File: config.mk
export PLATFORM = sky130hd
export DESIGN_NAME = instruction_fetch_unit_flat
export DESIGN_NICKNAME = d
export VERILOG_FILES = /design/src/rtl/instruction_fetch_unit_if.sv /design/src/rtl/instruction_fetch_unit.sv /design/src/flat_wrapper.sv
export SDC_FILE = /design/constraint.sdc
export NUM_CORES = 1
export LEC_CHECK = 0
export ABC_AREA = 1
export CORE_ASPECT_RATIO = 0.75
export CORE_MARGIN = 5
export CORE_UTILIZATION = 45
export CTS_CLUSTER_SIZE = 12
export DETAILED_ROUTE_END_ITERATION = 6
export HOLD_SLACK_MARGIN = 0.05
export PLACE_DENSITY_LB_ADDON = 0.3
export REMOVE_ABC_BUFFERS = 1
export SYNTH_ARGS = -nofsm -noshare
export SYNTH_HDL_FRONTEND = slang
export SYNTH_SLANG_ARGS = --single-unit
File: constraint.sdc
create_clock -name clk -period 2.6 [get_ports clk]
set_input_delay 0.26 -clock clk [delete_from_list [all_inputs] [get_ports clk]]
set_output_delay 0.26 -clock clk [all_outputs]
set_load 0.01 [all_outputs]
File: src/rtl/instruction_fetch_unit_if.sv
// Fetch-unit bus bundle: instruction-memory handshake, redirect input and
// the decode-side valid/ready head of the instruction buffer.
interface instruction_fetch_unit_if;
    logic        imem_req_o;
    logic [31:0] imem_addr_o;
    logic        imem_gnt_i;
    logic        imem_rvalid_i;
    logic [31:0] imem_rdata_i;
    logic        redirect_i;
    logic [31:0] redirect_pc_i;
    logic        inst_valid_o;
    logic        inst_ready_i;
    logic [31:0] Instruction_bus_o;
    logic [31:0] pc_o;
    logic [6:0]  op_o;

    modport master (
        output imem_req_o, imem_addr_o,
        input  imem_gnt_i, imem_rvalid_i, imem_rdata_i,
        input  redirect_i, redirect_pc_i,
        output inst_valid_o, Instruction_bus_o, pc_o, op_o,
        input  inst_ready_i
    );

    modport slave (
        input  imem_req_o, imem_addr_o,
        output imem_gnt_i, imem_rvalid_i, imem_rdata_i,
        output redirect_i, redirect_pc_i,
        input  inst_valid_o, Instruction_bus_o, pc_o, op_o,
        output inst_ready_i
    );
endinterface

File: src/rtl/instruction_fetch_unit.sv
// Fetch unit: owns the fetch PC, keeps one request outstanding to instruction
// memory and buffers returned words with their PCs in a 2-entry FIFO for decode.
module instruction_fetch_unit #(
    parameter logic [31:0] RESET_PC = 32'h0040_0000,
    parameter int          DEPTH    = 2
) (
    input  logic                      clk,
    input  logic                      reset,
    instruction_fetch_unit_if.master  bus
);
    localparam logic [31:0] NOP     = 32'h0000_0013;
    localparam logic [1:0]  DEPTH_C = 2'(DEPTH);

    typedef enum logic [1:0] {IDLE, REQ, WAIT, DROP} state_e;

    state_e            state_q, state_d;
    logic [31:0]       fetch_pc_q, fetch_pc_d;
    logic [31:0]       req_pc_q, req_pc_d;
    logic [1:0]        count_q, count_d;
    logic              rd_ptr_q, rd_ptr_d;
    logic              wr_ptr_q, wr_ptr_d;
    logic [1:0][31:0]  buf_pc_q, buf_pc_d;
    logic [1:0][31:0]  buf_ins_q, buf_ins_d;
    logic              pop, push, head_vld;
    logic [1:0]        cnt_pop;
    logic [31:0]       head_ins;

    assign head_vld = (count_q != 2'd0);
    assign pop      = head_vld && bus.inst_ready_i;
    assign cnt_pop  = count_q - {1'b0, pop};

    always_comb begin
        state_d    = state_q;
        fetch_pc_d = fetch_pc_q;
        req_pc_d   = req_pc_q;
        push       = 1'b0;
        case (state_q)
            IDLE: if (bus.redirect_i || cnt_pop < DEPTH_C) state_d = REQ;
            REQ: begin
                if (bus.imem_gnt_i) begin
                    req_pc_d   = fetch_pc_q;
                    fetch_pc_d = fetch_pc_q + 32'd4;
                    state_d    = bus.redirect_i ? DROP : WAIT;
                end
            end
            WAIT: begin
                if (bus.imem_rvalid_i) begin
                    if (bus.redirect_i) begin
                        state_d = REQ;
                    end else begin
                        push    = 1'b1;
                        state_d = (cnt_pop + 2'd1 < DEPTH_C) ? REQ : IDLE;
                    end
                end else if (bus.redirect_i) begin
                    state_d = DROP;
                end
            end
            // The stale response is the only thing outstanding; a further
            // redirect here just retargets fetch_pc.
            DROP: if (bus.imem_rvalid_i) state_d = REQ;
            default: state_d = IDLE;
        endcase
        if (bus.redirect_i) fetch_pc_d = {bus.redirect_pc_i[31:2], 2'b00};
    end

    always_comb begin
        count_d   = cnt_pop + {1'b0, push};
        rd_ptr_d  = rd_ptr_q ^ pop;
        wr_ptr_d  = wr_ptr_q ^ push;
        buf_pc_d  = buf_pc_q;
        buf_ins_d = buf_ins_q;
        if (push) begin
            buf_pc_d[wr_ptr_q]  = req_pc_q;
            buf_ins_d[wr_ptr_q] = bus.imem_rdata_i;
        end
        // Flush swallows any same-cycle pop and push.
        if (bus.redirect_i) begin
            count_d  = 2'd0;
            rd_ptr_d = 1'b0;
            wr_ptr_d = 1'b0;
        end
    end

    always_ff @(posedge clk or negedge reset) begin
        if (!reset) begin
            state_q    <= IDLE;
            fetch_pc_q <= RESET_PC;
            req_pc_q   <= RESET_PC;
            count_q    <= 2'd0;
            rd_ptr_q   <= 1'b0;
            wr_ptr_q   <= 1'b0;
            buf_pc_q   <= '0;
            buf_ins_q  <= '0;
        end else begin
            state_q    <= state_d;
            fetch_pc_q <= fetch_pc_d;
            req_pc_q   <= req_pc_d;
            count_q    <= count_d;
            rd_ptr_q   <= rd_ptr_d;
            wr_ptr_q   <= wr_ptr_d;
            buf_pc_q   <= buf_pc_d;
            buf_ins_q  <= buf_ins_d;
        end
    end

    assign head_ins              = head_vld ? buf_ins_q[rd_ptr_q] : NOP;
    assign bus.imem_req_o        = (state_q == REQ);
    assign bus.imem_addr_o       = fetch_pc_q;
    assign bus.inst_valid_o      = head_vld;
    assign bus.Instruction_bus_o = head_ins;
    assign bus.pc_o              = head_vld ? buf_pc_q[rd_ptr_q] : 32'd0;
    assign bus.op_o              = head_ins[6:0];
endmodule

File: src/flat_wrapper.sv
// flat-port wrapper written by rule: the top's interface ports become plain ports
module instruction_fetch_unit_flat 
#(
    parameter logic [31:0] RESET_PC = 32'h0040_0000,
    parameter int          DEPTH    = 2
)
  (clk, reset, bus_imem_req_o, bus_imem_addr_o, bus_imem_gnt_i, bus_imem_rvalid_i, bus_imem_rdata_i, bus_redirect_i, bus_redirect_pc_i, bus_inst_valid_o, bus_Instruction_bus_o, bus_pc_o, bus_op_o, bus_inst_ready_i);
  instruction_fetch_unit_if bus_i ();
  input  logic clk;
  input  logic reset;
  output wire logic [$bits(bus_i.imem_req_o)-1:0] bus_imem_req_o;
  output wire logic [$bits(bus_i.imem_addr_o)-1:0] bus_imem_addr_o;
  input wire logic [$bits(bus_i.imem_gnt_i)-1:0] bus_imem_gnt_i;
  input wire logic [$bits(bus_i.imem_rvalid_i)-1:0] bus_imem_rvalid_i;
  input wire logic [$bits(bus_i.imem_rdata_i)-1:0] bus_imem_rdata_i;
  input wire logic [$bits(bus_i.redirect_i)-1:0] bus_redirect_i;
  input wire logic [$bits(bus_i.redirect_pc_i)-1:0] bus_redirect_pc_i;
  output wire logic [$bits(bus_i.inst_valid_o)-1:0] bus_inst_valid_o;
  output wire logic [$bits(bus_i.Instruction_bus_o)-1:0] bus_Instruction_bus_o;
  output wire logic [$bits(bus_i.pc_o)-1:0] bus_pc_o;
  output wire logic [$bits(bus_i.op_o)-1:0] bus_op_o;
  input wire logic [$bits(bus_i.inst_ready_i)-1:0] bus_inst_ready_i;
  assign bus_imem_req_o = bus_i.imem_req_o;
  assign bus_imem_addr_o = bus_i.imem_addr_o;
  assign bus_i.imem_gnt_i = bus_imem_gnt_i;
  assign bus_i.imem_rvalid_i = bus_imem_rvalid_i;
  assign bus_i.imem_rdata_i = bus_imem_rdata_i;
  assign bus_i.redirect_i = bus_redirect_i;
  assign bus_i.redirect_pc_i = bus_redirect_pc_i;
  assign bus_inst_valid_o = bus_i.inst_valid_o;
  assign bus_Instruction_bus_o = bus_i.Instruction_bus_o;
  assign bus_pc_o = bus_i.pc_o;
  assign bus_op_o = bus_i.op_o;
  assign bus_i.inst_ready_i = bus_inst_ready_i;
  instruction_fetch_unit #(.RESET_PC(RESET_PC), .DEPTH(DEPTH)) u_core (.clk(clk), .reset(reset), .bus(bus_i));
endmodule
; After elaboration in Yosys (flattened, before gate mapping)
; Index checks and enable logic that the tools add are counted.
[word_totals]
mem_count = 0
elab_cells = 66
input_bits = 70
mem_bits_rw = 0
rom_bits = 0
ff_bits = 198
output_inout_bits = 105
latchBits = 0
[op_classes]
div = 0
n_mux = 28
n_lt_le_gt_ge = 5
bitwise = 2
add_sub_neg = 4
n_reduce_logical = 10
multipliers = 0
n_eq_ne = 7
shift = 0
[op_table]
columns = cell, count
row1 = $mux 32, 10
row2 = $bwmux 64, 2
row3 = $add 32x3->32 const B, 1
row4 = $demux 32 s1, 1
row5 = $mux 2, 7
row6 = $pmux 2 s4, 1
row7 = $mux 1, 7
row8 = $reduce_bool 2->1, 3
row9 = $eq 2x2->1 const B, 2
row10 = $lt 1x2->1 const B, 2
row11 = $lt 2x2->1 const B, 2
row12 = $ne 2x1->1 const B, 2
row13 = $reduce_and 2->1, 2
row14 = $reduce_and 4->1, 1
row15 = $ne 3x3->1 const B, 1
row16 = $add 2x1->2, 1
row17 = $add 2x1->2 const B, 1
row18 = $eq 2x1->1 const B, 1
row19 = $logic_and 1x1->1, 2
row20 = $logic_not 2->1, 1
row21 = $ne 2x2->1 const B, 1
row22 = $sub 2x1->2, 1
row23 = $xor 1x1->1, 2
row24 = $ge 1x1->1 const B, 1
row25 = $logic_or 1x1->1, 1

; Logic depth before layout (Yosys ltp)
; Gate-level depths: netlist of the first run.
[logic_depth]
depth_word = 9
ltp_mapped = 12

; Worst setup path after synthesis of the first run
; No wires, ideal clock.
[synth_timing]
path_type = reg2reg
start = reg u_core.state_q[0]
end = reg u_core.buf_ins_q[18] (netlist bit)
n_path_buf = 2
setup_ns = 0.125
required_time_ns = 2.475
path_slack_ns = 0.553
path_stages_with_launch = 9
arrival_time_ns = 1.923
path_cell_list = dfrtp_1 > inv_1 > ha_1 > inv_1 > nor3_1 > ha_1 > buf_2 > buf_2 > mux2_2
[synth_between]
elab_chain_len = 2
[synth_rtl]
columns = element, line_no
row1 = from (decl), instruction_fetch_unit.sv:16  ; state_e state_q, state_d;
row2 = from (signal assigned), instruction_fetch_unit.sv:95  ; state_q <= state_d;
row3 = $eq 2x2->1, instruction_fetch_unit.sv:37  ; case (state_q)
row4 = $mux 1, instruction_fetch_unit.sv:37
row5 = to (signal assigned), instruction_fetch_unit.sv:102  ; buf_ins_q <= buf_ins_d;
row6 = to (decl), instruction_fetch_unit.sv:23  ; logic [1:0][31:0] buf_ins_q, buf_ins_d;
; Every way passes these cells.
; A chain may end at the register's enable or synchronous reset.

; Worst setup path in the final report of the first run
[layout_timing]
start = reg u_core.rd_ptr_q
end = out bus_pc_o[5]
[layout_between]
elab_chain_len = 3
[layout_rtl]
columns = element, line_no
row1 = from (decl), instruction_fetch_unit.sv:20  ; logic rd_ptr_q, rd_ptr_d;
row2 = from (signal assigned), instruction_fetch_unit.sv:99  ; rd_ptr_q <= rd_ptr_d;
row3 = $mux 32 (implied by the code) (2 in a row), instruction_fetch_unit.sv:111  ; assign bus.pc_o = head_vld ? buf_pc_q[rd_ptr_q] : 32'd0;
row4 = $mux 32, instruction_fetch_unit.sv:111
row5 = to (decl), flat_wrapper.sv:20  ; output wire logic [$bits(bus_i.pc_o)-1:0] bus_pc_o;
; Every way passes these cells. The select of a mux whose other input is x is not followed.

==> results of run 1 <==
-- critical path: cells and delay by family (launching register included) --
kind	cells	cell delay, ns
flops	1	0.59
buf+inv	2	0.84
compound gates	2	0.32
-- kinds of logic (layout without fill, tap and decap cells) --
group	after synthesis	in the layout	share of synthesized area (%)
AOI/OAI and AO/OA	257	257	14.1
xor gates and xnor gates	6	6	0.570
adders and majority gates	9	9	1.22
buffers and inverters	197	351	8.82
DFF	190	190	51.6
muxes	62	62	7.57
other	1	4	0.0407
and+or+nand+nor	340	340	16.0
-- where the power goes --
part	leakage [nW]	switching [mW]	internal, mW
sequential	2.18	0.605	3.92
clock	0.311	1.12	1.66
combinational	2.96	2.02	1.87
-- routing by layer --
metal	wire, microns	track usage, %	part of all wire (%)	up-vias
met5	0	0	0	-
met4	338	4.80	1.5	0
met3	1470	4.42	6.3	25
met2	10300	31.2	44	203
met1	11100	27.7	48	3558
li1	-	-	-	3694
-- cells in the mapped netlist (2+ instances only) --
| master | instances | area [sq um] |
|---|---|---|
| ha_1 | 9 | 113 |
| clkbuf_1 | 26 | 97.6 |
| a21oi_1 | 67 | 335 |
| buf_4 | 14 | 105 |
| dfrtp_1 | 188 | 4700 |
| nor2_1 | 39 | 146 |
| o21bai_1 | 3 | 22.5 |
| dfstp_2 | 2 | 52.6 |
| inv_2 | 3 | 11.3 |
| buf_2 | 17 | 85.1 |
| o21ai_0 | 182 | 911 |
| mux2_2 | 62 | 698 |
| xor2_1 | 5 | 43.8 |
| nand3_1 | 46 | 230 |
| nor2_2 | 3 | 18.8 |
| nand2_1 | 229 | 860 |
| nand2_2 | 9 | 56.3 |
| nor2_4 | 5 | 56.3 |
| and2_1 | 2 | 12.5 |
| buf_1 | 9 | 33.8 |
| nor2_8 | 3 | 60.1 |
| inv_1 | 128 | 480 |
| nor3_1 | 2 | 10.0 |
-- layout make-up --
class | count | area share (%)
clock buffers | 21 | 3.89
inverters | 131 | 4.15
well taps | 258 | 2.73
multi-input cells | 678 | 31.2
flip-flops and latches | 190 | 40.2
clock inverters | 11 | 1.37
repair buffers | 188 | 16.5
-- state kept, by name (all words and copies together) (netlist names) --
name / cells
u_core.buf_ins_q: 64
u_core.buf_pc_q: 60
u_core.bus.imem_addr_o: 30
u_core.count_q: 2
u_core.rd_ptr_q: 1
u_core.req_pc_q: 30
u_core.state_q: 2
u_core.wr_ptr_q: 1
-- how the worst min path moves through the flow --
stage | endpoint | from | slack (ns)
6_report | u_core.buf_ins_q[58] | reset | 0.42
5_1_grt | u_core.bus.imem_addr_o[16] | bus_redirect_pc_i[16] | 0.43
4_1_cts | u_core.bus.imem_addr_o[3] | bus_redirect_pc_i[3] | 0.40
3_5_place_dp | u_core.buf_ins_q[58] | reset | 0.32
3_3_place_gp | u_core.buf_ins_q[58] | reset | 0.32
2_1_floorplan | u_core.buf_ins_q[0] | reset | -0.04
-- repair_timing --
action                     CTS  global route
hold endpoints to repair    67             0
buffers inserted             0             1
resized for setup            0             3
setup endpoints to repair    0            39
hold buffers                 1             0
-- through the flow --
stage               total power, mW  setup TNS, ns
global placement               8.30              0
floorplan                      6.45         -88.28
global route                   11.9        -0.0214
CTS                            11.2              0
finish                         11.2              0
detailed placement             8.42              0
==> results.py, run 1 <==
metrics = {
    "sta": {
        "worst_slew_pin_slew_ns": 0.638,
        "hold_slack_ns": 0.419,
        "setup_violations": 0,
        "timing.final.crit_share_pct": 94.1,
        "hold_viol": 0,
        "max_slew_margin_pct": 57.4,
        "fmax_mhz": 409,
        "skew_ns": 0.00948,
        "rsz0062_at_grt": "yes",
        "finalMaxSlewViolations": 0,
        "postLayoutSetupSlackWorst_ns": 0.153,
        "min_period_ns": 2.45,
    },
    "synth": {
        "ys_ff_latch": 190,
        "synth_ff_type": "dfrtp_1",
        "synth_warnings": 0,
        "synth.distinct_cells": 32,
        "syn_area_sq_um": 9220,
        "syn_area_per_cell_sq_um": 8.68,
        "synthCells": 1062,
        "synth-edff-count": 0,
        "seq_area_frac_synth_pct": 51.6,
        "ys_async_sr_fraction_pct": 100,
    },
    "place": {
        "dp_slack_ns": 0.407,
        "placed_area_sq_um": 11200,
        "gp_congestion": 0.868,
        "dpl.hpwl_microns": 15900,
        "portBuffers": 168,
        "dpl.cell_count": 1443,
    },
    "min_path": {
        "hp-class": "primary input to async pin",
    },
    "route": {
        "vias_per_cell": 5.06,
        "drt_iter0_markers": 445,
        "vias": 7480,
        "drc": 0,
        "wire_per_inst_microns": 15.7,
        "drt-pass1-iter-count": 6,
        "totalWireLength_microns": 23200,
        "antenna_left": 0,
    },
    "clocking": {
        "cts_num_sinks": 190,
        "htree_levels": 4,
        "cts_buffers": 17,
        "clock_latency_ns": 0.43,
        "clk_path_buf_depth": 2,
        "cts_tree": "done",
        "cts-root-buf": "clkbuf_16",
        "clk_pin_slew_ns": 0.07,
    },
    "finish": {
        "area.sequential_sq_um": 4760,
        "multiInputGateArea_sq_um": 3690,
        "final_cell_area_sq_um": 11800,
        "fillers": 1761,
        "fin_cells": 1477,
        "post_route_cells_drive_above_1_share_pct": 11.8,
        "area_delta_synth_final_pct": 28.5,
        "layout_common_cells": "228 x nand2_1, 187 x dfrtp_1, 182 x o21ai_0, 167 x clkdlybuf4s50_1, 127 x inv_1",
        "layout_commonest_cell": "nand2_1",
        "antennaDiodeCount": 0,
        "final_nets": 1285,
        "post-route-util_pct": 58.6,
    },
    "setup_path": {
        "cp.required_ns": 2.34,
        "crit_path_start": "u_core.rd_ptr_q",
        "slowest_stage": "clkdlybuf4s50_1",
        "r2r-end": "u_core.buf_ins_q[23]",
        "worstPathArrival_ns": 2.19,
        "rr_startpoint": "u_core.state_q[0]",
        "r2r_cells": 8,
        "path_class": "flip-flop to primary output",
        "rrSetupSlack_ns": 0.45,
        "cp_cell_sequence": "buf_12, o21ai_0, a21oi_1, clkdlybuf4s50_1",
        "end_kind": "primary output",
        "critPathLaunchType": "flip-flop",
        "worstSetupEndpoint": "bus_pc_o[5]",
        "cp_max_fo": 44,
        "critPathMaxStageDelay_ns": 0.60,
    },
    "global_route": {
        "antenna_found_initial": 0,
        "grt-ovfl-total": 0,
        "gr-usage-all-layers_pct": 19.7,
        "grt_pass1_wl_microns": 37500,
        "grt_pass1_vias": 7302,
        "grt_max_degree": 73,
    },
    "status": {
        "status": "complete, no violations",
    },
    "die": {
        "num_rows": 45,
        "die_area_sq_um": 23500,
        "coreArea_sq_um": 20200,
        "initial_utilization_pct": 45.6,
        "dieWidth_microns": 175,
        "io-pin-count": 175,
        "die_h_microns": 134,
    },
    "power_and_ir_drop": {
        "p_leak_nw": 5.44,
        "ir_drop_uv": 480,
        "power_density_nw_per_um2": 945,
    },
    "run": {
        "cap_violations": 0,
    },
}
Power figures use the tool's default switching activity.
==> run 2: changes to the inputs <==
Settings changed: ABC_AREA 1 to 0.
==> results.py, run 2 <==
metrics = {
    "status": {
        "status": "complete, no violations",
    },
    "finish": {
        "layout_common_cells": "187 x dfrtp_1, 167 x clkdlybuf4s50_1, 151 x mux2_2, 82 x nor2_1, 64 x mux2i_1",
        "area_delta_synth_final_pct": 30.6,
        "post_route_cells_drive_above_1_share_pct": 25.1,
        "reg_top3": "u_core.buf_ins_q (64), u_core.buf_pc_q (60)",
        "antennaDiodeCount": 0,
        "layout_commonest_cell": "dfrtp_1",
        "final_nets": 969,
        "regMostFlops": "u_core.buf_ins_q",
        "largest_reg_flops": 64,
    },
    "global_route": {
        "grt.busiest_layer": "met2",
        "grt_pass1_wl_microns": 33900,
        "use_met1_pct": 27.4,
        "grt-ovfl-total": 0,
        "gr-usage-all-layers_pct": 18.7,
        "use_met2_pct": 28.5,
        "antenna_found_initial": 0,
        "grt_max_degree": 70,
        "global_route.usage.met3_pct": 4.02,
        "grt_pass1_vias": 6322,
    },
    "synth": {
        "yosys-top-cells-area": "dfrtp_1 53%, mux2_2 19%, mux2i_1 7.2%, nor2_1 3.5%, clkbuf_1 1.3%",
        "ys_async_sr_fraction_pct": 100,
        "ys_ff_latch": 190,
        "synth_warnings": 0,
        "synth.distinct_cells": 43,
        "yosys-top-cells-count": "188 x dfrtp_1, 151 x mux2_2, 83 x nor2_1, 64 x mux2i_1",
        "yosys.area.top_type": "dfrtp_1",
        "syn_area_per_cell_sq_um": 12.2,
        "syn_area_sq_um": 8860,
        "yosysMostFrequentCell": "dfrtp_1",
        "synth_ff_type": "dfrtp_1",
        "synthCells": 726,
        "synth-edff-count": 0,
        "synth_top_area_share_pct": 53.1,
        "seq_area_frac_synth_pct": 53.7,
    },
    "die": {
        "io-pin-count": 175,
        "die_h_microns": 131,
        "dieWidth_microns": 172,
        "initial_utilization_pct": 45.7,
        "num_rows": 44,
        "coreArea_sq_um": 19400,
        "die_area_sq_um": 22600,
    },
    "sta": {
        "setup_violations": 0,
        "min_period_ns": 2.41,
        "worst_slew_pin_slew_ns": 0.581,
        "hold_slack_ns": 0.391,
        "skew_ns": 0.00851,
        "fmax_mhz": 415,
        "timing.final.crit_share_pct": 92.7,
        "max_slew_margin_pct": 61.3,
        "rsz0062_at_grt": "no",
        "finalMaxSlewViolations": 0,
        "hold_viol": 0,
        "fin_setup_tns_ns": 0,
    },
    "clocking": {
        "cts_buffers": 17,
        "cts-root-buf": "clkbuf_16",
        "cts-resized-gates": 0,
        "clock_latency_ns": 0.43,
        "htree_levels": 4,
        "cts_num_sinks": 190,
        "cts_tree": "done",
        "clk_pin_slew_ns": 0.07,
        "clk_path_buf_depth": 2,
    },
    "setup_path": {
        "path_class": "flip-flop to primary output",
        "cp_max_fo": 24,
        "rr_startpoint": "u_core.state_q[1]",
        "crit_path_start": "u_core.rd_ptr_q",
        "end_kind": "primary output",
        "critPathLaunchType": "flip-flop",
        "cp.required_ns": 2.34,
        "worstPathArrival_ns": 2.15,
    },
    "run": {
        "cap_violations": 0,
    },
    "place": {
        "dpl.hpwl_microns": 14300,
        "gp_congestion": 0.812,
        "portBuffers": 168,
    },
    "min_path": {
        "hp-class": "primary input to flip-flop",
        "hp-start": "bus_redirect_pc_i[11]",
    },
    "route": {
        "antenna_left": 0,
        "drc": 0,
        "drt_iter0_markers": 339,
        "wire_per_inst_microns": 18.2,
        "drt-pass1-iter-count": 4,
        "vias": 6176,
        "totalWireLength_microns": 21000,
        "vias_per_cell": 5.34,
    },
    "power_and_ir_drop": {
        "ir_drop_uv": 599,
        "p_leak_nw": 4.87,
        "power_mw": 11.1,
        "power_density_nw_per_um2": 962,
    },
}
-- run 2: final timing paths --
path / endpoint / slack (ns) / cells after the start
worst max-delay path: bus_Instruction_bus_o[6] / 0.19 / 4
worst min-delay path: u_core.bus.imem_addr_o[11] / 0.39 / 3
worst max register to register: u_core.bus.imem_addr_o[21] / 0.24 / 7
worst min register to register: u_core.buf_pc_q[26] / 0.51 / 1
max in group asynchronous: u_core.req_pc_q[22] / 1.34 / 3
min in group asynchronous: u_core.buf_pc_q[27] / 0.40 / 2
-- run 2: logic make-up (layout without fill, tap and decap cells) --
logic type	count (synthesis)	count (layout)	share of synthesized area, %
mux	215	215	26.4
other cells	1	4	0.0423
flops	190	190	53.7
buf+inv	65	239	3.24
simple gates	176	176	9.69
xor+xnor	15	15	1.65
compound gates	55	55	3.96
fa+ha+maj	9	9	1.27
-- run 2: area by class of cell --
type / count / area (sq um)
flip-flops and latches: 190 / 4760
fillers: 1607 / 7810
well taps: 253 / 317
inverters: 12 / 45.0
multi-input cells: 474 / 3860
clock inverters: 13 / 159
repair buffers: 195 / 1970
clock buffers: 19 / 453
-- run 2: timing repair --
item	in CTS	in global routing
setup buffers	0	1
endpoints found under the setup margin	0	16
hold endpoints to repair	65	0
hold buffers	1	0
-- run 2: metrics by stage --
| step | instances | utilization [%] | instance area, sq um | setup slack (ns) |
|---|---|---|---|---|
| 2_1_floorplan | 676 | - | 8630 | -1.59 |
| 3_3_place_gp | 1122 | 56.4 | 10900 | 0.252 |
| 3_5_place_dp | 1122 | 56.4 | 10900 | 0.248 |
| 4_1_cts | 1155 | 59.6 | 11600 | 0.0202 |
| 5_1_grt | 1156 | 59.7 | 11600 | 0.0840 |
| 6_report | 1156 | 59.7 | 11600 | 0.190 |
-- run 2: where the power goes --
part,internal (mW),total [mW],switching [mW]
logic,2.22,3.99,1.77
registers,3.84,4.44,0.605
clock network,1.57,2.70,1.13
-- run 2: per-layer routing --
layer / up-vias / part of all wire (%)
li1: 2902 / -
met1: 3079 / 48
met2: 174 / 45
met3: 21 / 6.1
met4: 0 / 1.2
met5: - / 0
-- run 2: worst max-delay path, cell delays in order (launching register included) --
cell and delay [ns]:
dfrtp_4 0.61, buf_12 0.23, mux2i_1 0.13, nor2_1 0.17, clkdlybuf4s50_1 0.57
==> run 3: changes to the inputs <==
Settings changed: SKIP_CTS_REPAIR_TIMING from default to 1, SKIP_LAST_GASP from default to 1.
==> results.py, run 3 (synthesis results as in run 2) <==
metrics = {
    "die": {
        "die_h_microns": 131,
        "coreArea_sq_um": 19400,
        "dieWidth_microns": 172,
        "initial_utilization_pct": 45.7,
        "num_rows": 44,
        "die_area_sq_um": 22600,
        "io-pin-count": 175,
    },
    "sta": {
        "timing.final.crit_share_pct": 93.0,
        "setup_violations": 0,
        "skew_ns": 0.00698,
        "fmax_mhz": 414,
        "postLayoutSetupSlackWorst_ns": 0.183,
        "worst_slew_pin_slew_ns": 0.587,
        "hold_viol": 0,
        "finalMaxSlewViolations": 0,
        "rsz0062_at_grt": "no",
        "min_period_ns": 2.42,
        "max_slew_margin_pct": 60.9,
    },
    "global_route": {
        "grt_pass1_vias": 6323,
        "grt_max_degree": 70,
        "gr-usage-all-layers_pct": 18.7,
        "grt_pass1_wl_microns": 33900,
        "grt-ovfl-total": 0,
        "antenna_found_initial": 0,
    },
    "setup_path": {
        "crit_path_start": "u_core.rd_ptr_q",
        "rr_startpoint": "u_core.state_q[1]",
        "end_kind": "primary output",
        "cp_max_fo": 24,
        "rrSetupSlack_ns": 0.24,
        "r2r-end": "u_core.bus.imem_addr_o[21]",
        "cp.required_ns": 2.34,
        "path_class": "flip-flop to primary output",
        "critPathLaunchType": "flip-flop",
        "r2r_cells": 7,
        "worstPathArrival_ns": 2.16,
    },
    "run": {
        "cap_violations": 0,
    },
    "min_path": {
        "min_path_cells": 3,
        "hp-start": "bus_redirect_pc_i[24]",
        "hp-class": "primary input to flip-flop",
        "hold_path_end": "u_core.bus.imem_addr_o[24]",
    },
    "finish": {
        "post_route_cells_drive_above_1_share_pct": 25.1,
        "layout_commonest_cell": "dfrtp_1",
        "final_nets": 969,
        "fillers": 1607,
        "regMostFlops": "u_core.buf_ins_q",
        "reg_top3": "u_core.buf_ins_q (64), u_core.buf_pc_q (60)",
        "area_delta_synth_final_pct": 30.6,
        "largest_reg_flops": 64,
        "antennaDiodeCount": 0,
        "layout_common_cells": "187 x dfrtp_1, 167 x clkdlybuf4s50_1, 151 x mux2_2, 82 x nor2_1, 64 x mux2i_1",
    },
    "route": {
        "antenna_left": 0,
        "met2WireLength_microns": 9450,
        "vias": 6155,
        "wire_per_inst_microns": 18.2,
        "wl_met1_microns": 10200,
        "drt-pass1-iter-count": 5,
        "drc": 0,
        "drt_iter0_markers": 320,
        "wl_met3_microns": 1220,
        "totalWireLength_microns": 21100,
        "top_layer": "met4",
        "vias_per_cell": 5.32,
    },
    "place": {
        "gp_congestion": 0.812,
        "portBuffers": 168,
        "dp_slack_ns": 0.248,
        "dpl.hpwl_microns": 14300,
    },
    "power_and_ir_drop": {
        "power_density_nw_per_um2": 963,
        "p_leak_nw": 4.87,
        "power_mw": 11.1,
        "ir_drop_uv": 600,
    },
    "clocking": {
        "cts_num_sinks": 190,
        "cts_buffers": 17,
        "clk_path_buf_depth": 2,
        "clock_latency_ns": 0.43,
        "cts_tree": "done",
        "htree_levels": 4,
        "cts-root-buf": "clkbuf_16",
        "clk_pin_slew_ns": 0.07,
    },
    "status": {
        "status": "complete, no violations",
    },
}
==> run 3: cell counts in the layout (fill, tap and decap cells not counted) <==
No cell type changed its count.
==> run 3: final cells by class <==
type                            instances  area [sq um]  share of cell area (%)
Clock buffer                           19           453                    3.92
Clock inverter                         13           159                    1.37
Inverter                               12          45.0                   0.389
Multi-Input combinational cell        474          3860                    33.4
Sequential cell                       190          4760                    41.2
Tap cell                              253           317                    2.74
Timing Repair Buffer                  195          1970                    17.1
==> run 3: per-layer routing <==
layer	global-route usage [%]	vias to the layer above
li1	-	2891
met1	27.4	3079
met2	28.5	168
met3	4.02	17
met4	4.80	0
met5	0	-
==> run 3: how the worst max path moves through the flow <==
stage                                 endpoint  slack (ns)  cells past startpoint
floorplan                    u_core.state_q[0]       -1.59                      8
CTS                               bus_pc_o[18]        0.02                      4
global placement    u_core.bus.imem_addr_o[18]        0.25                      6
finish                bus_Instruction_bus_o[6]        0.18                      4
detailed placement  u_core.bus.imem_addr_o[16]        0.25                      6
global route                      bus_pc_o[14]        0.08                      4
==> run 3: through the flow <==
stage | util, % | instance area [sq um] | cells | TNS (ns) | hold WS, ns
5_1_grt | 59.7 | 11600 | 1156 | 0 | 0.390
3_3_place_gp | 56.4 | 10900 | 1122 | 0 | 0.306
6_report | 59.7 | 11600 | 1156 | 0 | 0.390
2_1_floorplan | - | 8630 | 676 | -65.27 | -0.0356
4_1_cts | 59.6 | 11500 | 1154 | 0 | -0.158
3_5_place_dp | 56.4 | 10900 | 1122 | 0 | 0.307
==> run 3: worst max-delay path: stages (launching register included) <==
cell and delay, ns:
dfrtp_4 0.62, buf_12 0.23, mux2i_1 0.13, nor2_1 0.17
clkdlybuf4s50_1 0.57
==> run 3: where the power goes <==
group	internal [mW]	total (mW)	leakage, nW	switching [mW]
clock network	1.57	2.71	0.308	1.13
registers	3.84	4.45	2.41	0.608
logic	2.22	3.99	2.15	1.77
